$ cat src/rtl/div_pkg.sv
// Shared types and constants for the divider arbiter and its round-robin picker.
package div_pkg;

  localparam int DIV_W  = 19;
  localparam int DIV_QW = 8;

  localparam logic [DIV_QW-1:0] DIV_ERR_Q = '1;

  typedef enum logic [1:0] {
    ST_IDLE    = 2'd0,
    ST_LAUNCH  = 2'd1,
    ST_WAIT    = 2'd2,
    ST_DELIVER = 2'd3
  } div_arb_state_t;

endpackage

$ cat src/rtl/rr_pick.sv
// Combinational round-robin select: grants the first requester at or after ptr,
// wrapping from NREQ-1 back to 0.
module rr_pick #(
  parameter int NREQ = 4,
  parameter int PW   = $clog2(NREQ)
) (
  input  logic [NREQ-1:0] req,
  input  logic [PW-1:0]   ptr,
  output logic [NREQ-1:0] grant,
  output logic            found
);

  logic [PW-1:0] pos;

  always_comb begin
    grant = '0;
    found = 1'b0;
    pos   = '0;
    for (int j = 0; j < NREQ; j++) begin
      pos = PW'((int'(ptr) + j) % NREQ);
      if (!found && req[pos]) begin
        found      = 1'b1;
        grant[pos] = 1'b1;
      end
    end
  end

endmodule

$ cat src/rtl/div_arbiter.sv
// Shares one sequential divider among NREQ requesters, serving them round-robin
// and returning each quotient with a one-cycle valid strobe to its owner.
module div_arbiter
  import div_pkg::*;
#(
  parameter int NREQ = 4,
  parameter int W    = DIV_W,
  parameter int QW   = DIV_QW,
  parameter int TMO  = 63
) (
  input  logic                clk,
  input  logic                RST,
  input  logic [NREQ-1:0]     req,
  input  logic [NREQ*W-1:0]   dividend,
  input  logic [NREQ*W-1:0]   divisor,
  output logic [NREQ-1:0]     ack,
  output logic [QW-1:0]       q_out,
  output logic [NREQ-1:0]     q_valid,
  output logic                q_err,
  output logic                busy,
  output logic                div_sample,
  output logic [W-1:0]        div_count,
  output logic [W-1:0]        div_dsor,
  input  logic [QW-1:0]       div_Q,
  input  logic                div_done,
  output div_arb_state_t      state
);

  localparam int PW = $clog2(NREQ);
  localparam int CW = $clog2(TMO + 1);

  // Handshake: req is a level; ack[i] pulses for one cycle on the edge that
  // captures requester i's operands, after which it may drop req. q_valid[i]
  // pulses once per job and qualifies q_out/q_err, which hold until the next job.

  div_arb_state_t cur_state, nxt_state;
  logic [PW-1:0]   ptr, nxt_ptr;
  logic [PW-1:0]   owner, nxt_owner;
  logic [CW-1:0]   cnt, nxt_cnt;
  logic            done_q;
  logic [QW-1:0]   res_q, nxt_res;
  logic            res_err, nxt_res_err;

  logic [NREQ-1:0] nxt_ack, nxt_qvalid;
  logic [QW-1:0]   nxt_qout;
  logic            nxt_qerr, nxt_sample;
  logic [W-1:0]    nxt_count, nxt_dsor;

  logic [NREQ-1:0] grant;
  logic            found;
  logic [PW-1:0]   gidx;
  logic [W-1:0]    sel_a, sel_b;
  logic            done_rise;

  rr_pick #(.NREQ(NREQ), .PW(PW)) u_pick (
    .req   (req),
    .ptr   (ptr),
    .grant (grant),
    .found (found)
  );

  always_comb begin
    gidx  = '0;
    sel_a = '0;
    sel_b = '0;
    for (int i = 0; i < NREQ; i++) begin
      if (grant[i]) begin
        gidx  = PW'(i);
        sel_a = dividend[i*W +: W];
        sel_b = divisor[i*W +: W];
      end
    end
  end

  // A done left high from an earlier job must not count as a fresh completion.
  assign done_rise = div_done & ~done_q;

  always_comb begin
    nxt_state   = cur_state;
    nxt_ptr     = ptr;
    nxt_owner   = owner;
    nxt_cnt     = cnt;
    nxt_res     = res_q;
    nxt_res_err = res_err;
    nxt_ack     = '0;
    nxt_qvalid  = '0;
    nxt_sample  = 1'b0;
    nxt_qout    = q_out;
    nxt_qerr    = q_err;
    nxt_count   = div_count;
    nxt_dsor    = div_dsor;

    case (cur_state)
      ST_IDLE: begin
        if (found) begin
          nxt_ack   = grant;
          nxt_count = sel_a;
          nxt_dsor  = sel_b;
          nxt_owner = gidx;
          nxt_state = ST_LAUNCH;
        end
      end
      ST_LAUNCH: begin
        if (div_dsor == '0) begin
          nxt_res     = DIV_ERR_Q;
          nxt_res_err = 1'b1;
          nxt_state   = ST_DELIVER;
        end else begin
          nxt_sample = 1'b1;
          nxt_cnt    = '0;
          nxt_state  = ST_WAIT;
        end
      end
      ST_WAIT: begin
        if (done_rise) begin
          nxt_res     = div_Q;
          nxt_res_err = 1'b0;
          nxt_state   = ST_DELIVER;
        end else if (cnt == CW'(TMO)) begin
          nxt_res     = DIV_ERR_Q;
          nxt_res_err = 1'b1;
          nxt_state   = ST_DELIVER;
        end else begin
          nxt_cnt = cnt + CW'(1);
        end
      end
      ST_DELIVER: begin
        nxt_qvalid[owner] = 1'b1;
        nxt_qout          = res_q;
        nxt_qerr          = res_err;
        nxt_ptr           = (owner == PW'(NREQ - 1)) ? '0 : owner + PW'(1);
        nxt_state         = ST_IDLE;
      end
      default: nxt_state = ST_IDLE;
    endcase
  end

  always_ff @(posedge clk) begin
    if (!RST) begin
      cur_state  <= ST_IDLE;
      ptr        <= '0;
      owner      <= '0;
      cnt        <= '0;
      done_q     <= 1'b0;
      res_q      <= '0;
      res_err    <= 1'b0;
      ack        <= '0;
      q_valid    <= '0;
      q_out      <= '0;
      q_err      <= 1'b0;
      busy       <= 1'b0;
      div_sample <= 1'b0;
      div_count  <= '0;
      div_dsor   <= '0;
    end else begin
      cur_state  <= nxt_state;
      ptr        <= nxt_ptr;
      owner      <= nxt_owner;
      cnt        <= nxt_cnt;
      done_q     <= div_done;
      res_q      <= nxt_res;
      res_err    <= nxt_res_err;
      ack        <= nxt_ack;
      q_valid    <= nxt_qvalid;
      q_out      <= nxt_qout;
      q_err      <= nxt_qerr;
      busy       <= (nxt_state != ST_IDLE);
      div_sample <= nxt_sample;
      div_count  <= nxt_count;
      div_dsor   <= nxt_dsor;
    end
  end

  assign state = cur_state;

endmodule

$ cat config.mk
export PLATFORM = sky130hd
export DESIGN_NAME = div_arbiter
export DESIGN_NICKNAME = d
export VERILOG_FILES = /design/src/rtl/div_pkg.sv /design/src/rtl/rr_pick.sv /design/src/rtl/div_arbiter.sv
export SDC_FILE = /design/constraint.sdc
export NUM_CORES = 1
export LEC_CHECK = 0
export ABC_AREA = 1
export CAP_MARGIN = 25
export CORE_MARGIN = 2
export CORE_UTILIZATION = 40
export DETAILED_ROUTE_END_ITERATION = 16
export GPL_TIMING_DRIVEN = 0
export PLACE_DENSITY = 0.82
export SLEW_MARGIN = 40
export SYNTH_ARGS = -nofsm -noshare
export SYNTH_HDL_FRONTEND = slang
export SYNTH_HIERARCHICAL = 1
export SYNTH_SLANG_ARGS = --single-unit
$ cat constraint.sdc
create_clock -name clk -period 3.25 [get_ports clk]
set_input_delay 0.975 -clock clk [delete_from_list [all_inputs] [get_ports clk]]
set_output_delay 0.975 -clock clk [all_outputs]
set_load 0.03 [all_outputs]
==> run summary <==
For this design, the slowest cell found on the critical path is sky130_fd_sc_hd__clkdlybuf4s50_1. The first global-routing pass estimated 25.6 mm of wire. The critical path contains buffers and inverters numbering 4 combined. Once detail routing completed, the nets flagged for antenna violations numbered 0. The floorplan has 38 rows. Sequential cells account for 24.2% of the total power. The final design instance area without fill came out at 7250 um^2. The die is 110 um wide. In this run the cell area of the synthesized design comes to 4520 um^2. Overall power consumption after layout is estimated at 6.17 mW. Sorting the synthesized cells by area gives the leading types as sky130_fd_sc_hd__dfxtp_1, sky130_fd_sc_hd__nand2_1, sky130_fd_sc_hd__nand3_1, sky130_fd_sc_hd__a22oi_1, sky130_fd_sc_hd__o21ai_0. The post-route netlist has 6.06% of its cells at a drive strength greater than 1. Library cell appearing most often on the critical path: sky130_fd_sc_hd__nand2_1.

For this design, the CTS-stage hold fixing added 0 buffers. The largest single stage delay on the critical path is 0.49 ns. Source of the worst register-to-register timing path: ptr[0]. Once layout is complete, the utilization of the core stands at 66.3%. The post-synthesis cell type with the largest combined area was sky130_fd_sc_hd__dfxtp_1. The post-synthesis xor/xnor area fraction works out to 0%. Summing the areas of all compound-gate instances in the mapped netlist gives 19.9% of the synthesized area.

The die covers 12,200 um^2. The number of synthesized register bits is 79, and the remaining design rule violation count is 0. For this run, the number of Yosys warnings is 6. Dividing total power by cell area gives a power density of 851 nW/um^2.

The detailed router placed 5,359 vias in this run. In this run the tightest slew margin relative to its limit is 60.7%. After synthesis, the share of flip-flops with an asynchronous set or reset is 0%. The cell family with the largest share of critical-path delay is buffers and inverters. After synthesis, flip-flops and latches occupy 35.0% of the total area.

By startpoint and endpoint, the worst setup path is classified as input port to flop. Once the clock tree was built, the setup fixing pass inserted 0 buffers. The tools report the peak ir drop on the vdd network as 0.000542 V.

After Yosys synthesis, and, or, nand and nor cells account for 32.5% of the synthesized area. The critical path goes through clkdlybuf4s50_1 > nand2_1 > nand3_4 > nand2_4 > nand3_2 > nor2_1 > nor2_1 > nand2_1 > inv_2 > nand2_1 > nor3_2 > buf_4 > buf_4 > a22oi_1 > a31oi_1. The via count of the first global-routing pass came out at 5,131.

HPWL after detailed placement: 13.3 mm. The worst setup path is launched from an input port. The height of the die works out to 110 um. The run gives 0 as the number of failing hold endpoints at the final stage. Clock tree synthesis selected as its root buffer the cell sky130_fd_sc_hd__clkbuf_16. Routability-driven placement finished with a final weighted congestion of 0.925. The synthesized design contains 0 enable-type register cells.

The count of input and output buffers was 224; the deepest clock path buffer count was 2. The worst hold path terminates at q_out[0]. Setup slack closes at 0.213 ns. The logs give 0.32 ns for the worst reg-to-reg setup slack and 0.34 ns for the source-to-sink clock delay at the later pin of the worst-skew pair.

Setup violations remaining at the end of the flow were counted as 0. Internal power comes to 3.28 mW. Summing all placed instances gives a cell area of 6930 um^2.

Counting cells, the worst reg-to-reg path comes to 16. The layout-stage area growth over the synthesis result was 60.5%; the number of vias per cell was 5.12. The worst hold path belongs to the class flop to flop.

The net count after synthesis was 850. The final routed wire length divided by cell count is 16.0 um, and the clock-pin slew on the worst setup and hold paths is 0.06 ns. In this run the critical register-to-register path is captured at div_count[8].

Pin slew with the least headroom to its limit: 0.590 ns. TritonCTS built the clock tree. The worst hold path passes through 2 cells. The switching portion of total power is 46.7%, and the final critical delay including setup and external delays is 3.04 ns.

The H-tree was split into 3 levels. The final net count was 1,084; the post-placement setup slack was -0.206 ns. After detailed routing, no signal wire sits above met4. In the synthesized netlist the dominant register cell turns out to be sky130_fd_sc_hd__dfxtp_1. After the first detailed-routing iteration, the DRC count stood at 356. The synthesized netlist devotes 4.16% of its cell area to adder and majority cells.

Dividing the synthesized area by the synthesized cell count gives 6.76 um^2. During I/O placement, the number of pins put on the boundary was 226. The combinational power share is 58.5%.

The final global-route overflow total was 0; the largest net degree at the start of global routing was 14. Static timing analysis puts the maximum clock frequency at 329 MHz. The tools report the portion of total power attributed to the clock network as 17.4%. The number of clock buffers added by TritonCTS is 9. The tool flagged a number of max-cap violations equal to 0. The met2 wire length was 8.11 mm. Summed over all cells, the static leakage comes to 3.04 nW. For the cell count after synthesis, the log shows 668. In the finished design, the share of the clock period the worst path needs comes to 93.5%.

For the worst setup path, the data arrival time is 3.30 ns. Dominant combinational cell family by area after synthesis: simple AND/OR/NAND/NOR gates. Of all nets on the critical path, the largest fanout is 10. For this run, the detailed router's first-pass iteration total came to 5.

Effective utilization at floorplan: 41.3%. Critical path capture point type: a flop. Setup repair after global routing left no endpoint under its margin. For this block, wires on met1 add up to 6.91 mm. Between clock sinks in the finished design, the worst skew comes to 0.0129 ns.

Number of antenna violations at the first check in global routing: 0. The number of distinct standard cells referenced by the synthesized netlist was 31; the final routed wirelength across all metal layers was 16.7 mm. The top cell type's share of synthesized area is 35.0%, and the sum of met3 wire segment lengths after detailed routing is 1.23 mm.

Clock tree synthesis found a total of 79 sinks. Data on the critical path is required at its endpoint by 3.51 ns. The startpoint identified for the worst hold timing path is res_q[0]. In this run the power spent charging and discharging nets is 2.88 mW. Number of antenna diodes: 0. After floorplanning, the core was sized to cover 10,900 um^2.

The count of final max-slew check failures was 0. The run finished with clean final reports. Multiplexer cells account for 0% of the synthesized area.

Combined global-route utilization of all metal layers: 27.7%.
## sequential cells by signal (all words and copies together) (netlist names), 2 cells and up
signal / flops
cnt: 6
div_dsor: 19
state: 2
div_count: 19
ptr: 2
res_q: 8
q_out: 8
owner: 2
q_valid: 4
ack: 4
## final cells by class
cell class	instances	area, um^2
inverter	49	184
tap	140	175
timing repair buffer	224	2240
buffer	42	191
sequential	79	1580
clock buffer	11	233
clock inverter	5	82.6
fill	988	3690
multi-input combinational	497	2560
## cell usage in the layout, fill, tap and decap left out
cell type	instances
sky130_fd_sc_hd__nor3b_1	2
sky130_fd_sc_hd__a21oi_1	17
sky130_fd_sc_hd__clkbuf_16	9
sky130_fd_sc_hd__nand3_2	3
sky130_fd_sc_hd__a31oi_1	38
sky130_fd_sc_hd__nand3_4	3
sky130_fd_sc_hd__o31ai_1	1
sky130_fd_sc_hd__buf_4	4
sky130_fd_sc_hd__or2_1	2
sky130_fd_sc_hd__o21bai_1	1
sky130_fd_sc_hd__nand3_1	63
sky130_fd_sc_hd__nor2_1	57
sky130_fd_sc_hd__or2_0	1
sky130_fd_sc_hd__nand2_4	3
sky130_fd_sc_hd__buf_6	1
sky130_fd_sc_hd__o21ai_0	52
sky130_fd_sc_hd__o21ai_2	1
sky130_fd_sc_hd__clkbuf_2	1
sky130_fd_sc_hd__clkinvlp_4	3
sky130_fd_sc_hd__nor2_2	4
sky130_fd_sc_hd__nor2_4	1
sky130_fd_sc_hd__ha_1	15
sky130_fd_sc_hd__inv_2	6
sky130_fd_sc_hd__bufinv_16	2
sky130_fd_sc_hd__buf_2	8
sky130_fd_sc_hd__a22oi_1	38
sky130_fd_sc_hd__nor3_2	1
sky130_fd_sc_hd__clkbuf_1	30
sky130_fd_sc_hd__nand2_2	4
sky130_fd_sc_hd__nand4_2	1
sky130_fd_sc_hd__nand2_1	188
sky130_fd_sc_hd__dfxtp_1	79
sky130_fd_sc_hd__o21a_1	1
sky130_fd_sc_hd__clkdlybuf4s50_1	224
sky130_fd_sc_hd__inv_1	43
## worst min-delay path: cells and delay by family (launching register included)
family / cells / cell delay [ns]
compound gates: 1 / 0.05
buf+inv: 1 / 0.06
flops: 1 / 0.29
## power by group through the flow
stage | clock network [mW] | logic [mW] | registers (mW)
2_1_floorplan | 0 | 1.88 | 1.89
3_3_place_gp | 0 | 3.56 | 1.49
3_5_place_dp | 0 | 3.59 | 1.50
4_1_cts | 1.08 | 3.61 | 1.49
5_1_grt | 1.13 | 3.96 | 1.53
6_report | 1.07 | 3.61 | 1.49
## per-layer routing
metal  vias to the layer above  track usage, %
met2                       193            47.8
met1                      2420            33.1
li1                       2709               -
met5                         -               0
met3                        37            8.11
met4                         0            8.93
## worst max-delay path by stage
| stage | startpoint | end | slack (ns) | depth (start not counted) |
|---|---|---|---|---|
| final | req[1] | div_count[8] | 0.21 | 15 |
| after global routing | req[1] | div_count[5] | 0.01 | 15 |
| after CTS | req[1] | div_count[14] | 0.13 | 15 |
| after detailed placement | req[1] | div_count[14] | -0.21 | 15 |
| after global placement | req[1] | div_count[14] | -0.17 | 15 |
| after floorplan | req[1] | div_count[13] | 0.79 | 15 |
## metrics by stage
step	hold slack [ns]	cells	setup TNS [ns]
4_1_cts	0.454	1048	0
3_3_place_gp	0.440	1032	-2.74
5_1_grt	0.482	1047	0
2_1_floorplan	0.430	668	0
6_report	0.452	1047	0
3_5_place_dp	0.446	1032	-3.44
## synth_stat cells, types with 2 or more instances
cell,n
sky130_fd_sc_hd__nand2_4,3
sky130_fd_sc_hd__a22oi_1,38
sky130_fd_sc_hd__nand3_2,3
sky130_fd_sc_hd__nor3b_1,2
sky130_fd_sc_hd__o21ai_0,52
sky130_fd_sc_hd__nand3_1,63
sky130_fd_sc_hd__clkbuf_1,29
sky130_fd_sc_hd__or2_1,2
sky130_fd_sc_hd__buf_2,8
sky130_fd_sc_hd__nand3_4,3
sky130_fd_sc_hd__ha_1,15
sky130_fd_sc_hd__inv_1,43
sky130_fd_sc_hd__inv_2,6
sky130_fd_sc_hd__dfxtp_1,79
sky130_fd_sc_hd__nor2_1,57
sky130_fd_sc_hd__a31oi_1,38
sky130_fd_sc_hd__a21oi_1,17
sky130_fd_sc_hd__nand2_2,4
sky130_fd_sc_hd__nand2_1,188
sky130_fd_sc_hd__nor2_2,4
sky130_fd_sc_hd__buf_4,4
## timing repair
item,in CTS,in global routing
endpoints found under the hold margin,0,0
endpoints found under the setup margin,0,13
resized for setup,0,2
## cell families after synthesis
logic type / count (synthesis)
AO/OA/AOI/OAI: 149
adder cells (fa/ha/maj): 15
flip-flops: 79
buffers and inverters: 92
AND/OR/NAND/NOR: 333
Note: power is estimated with default switching activity, not from simulation.
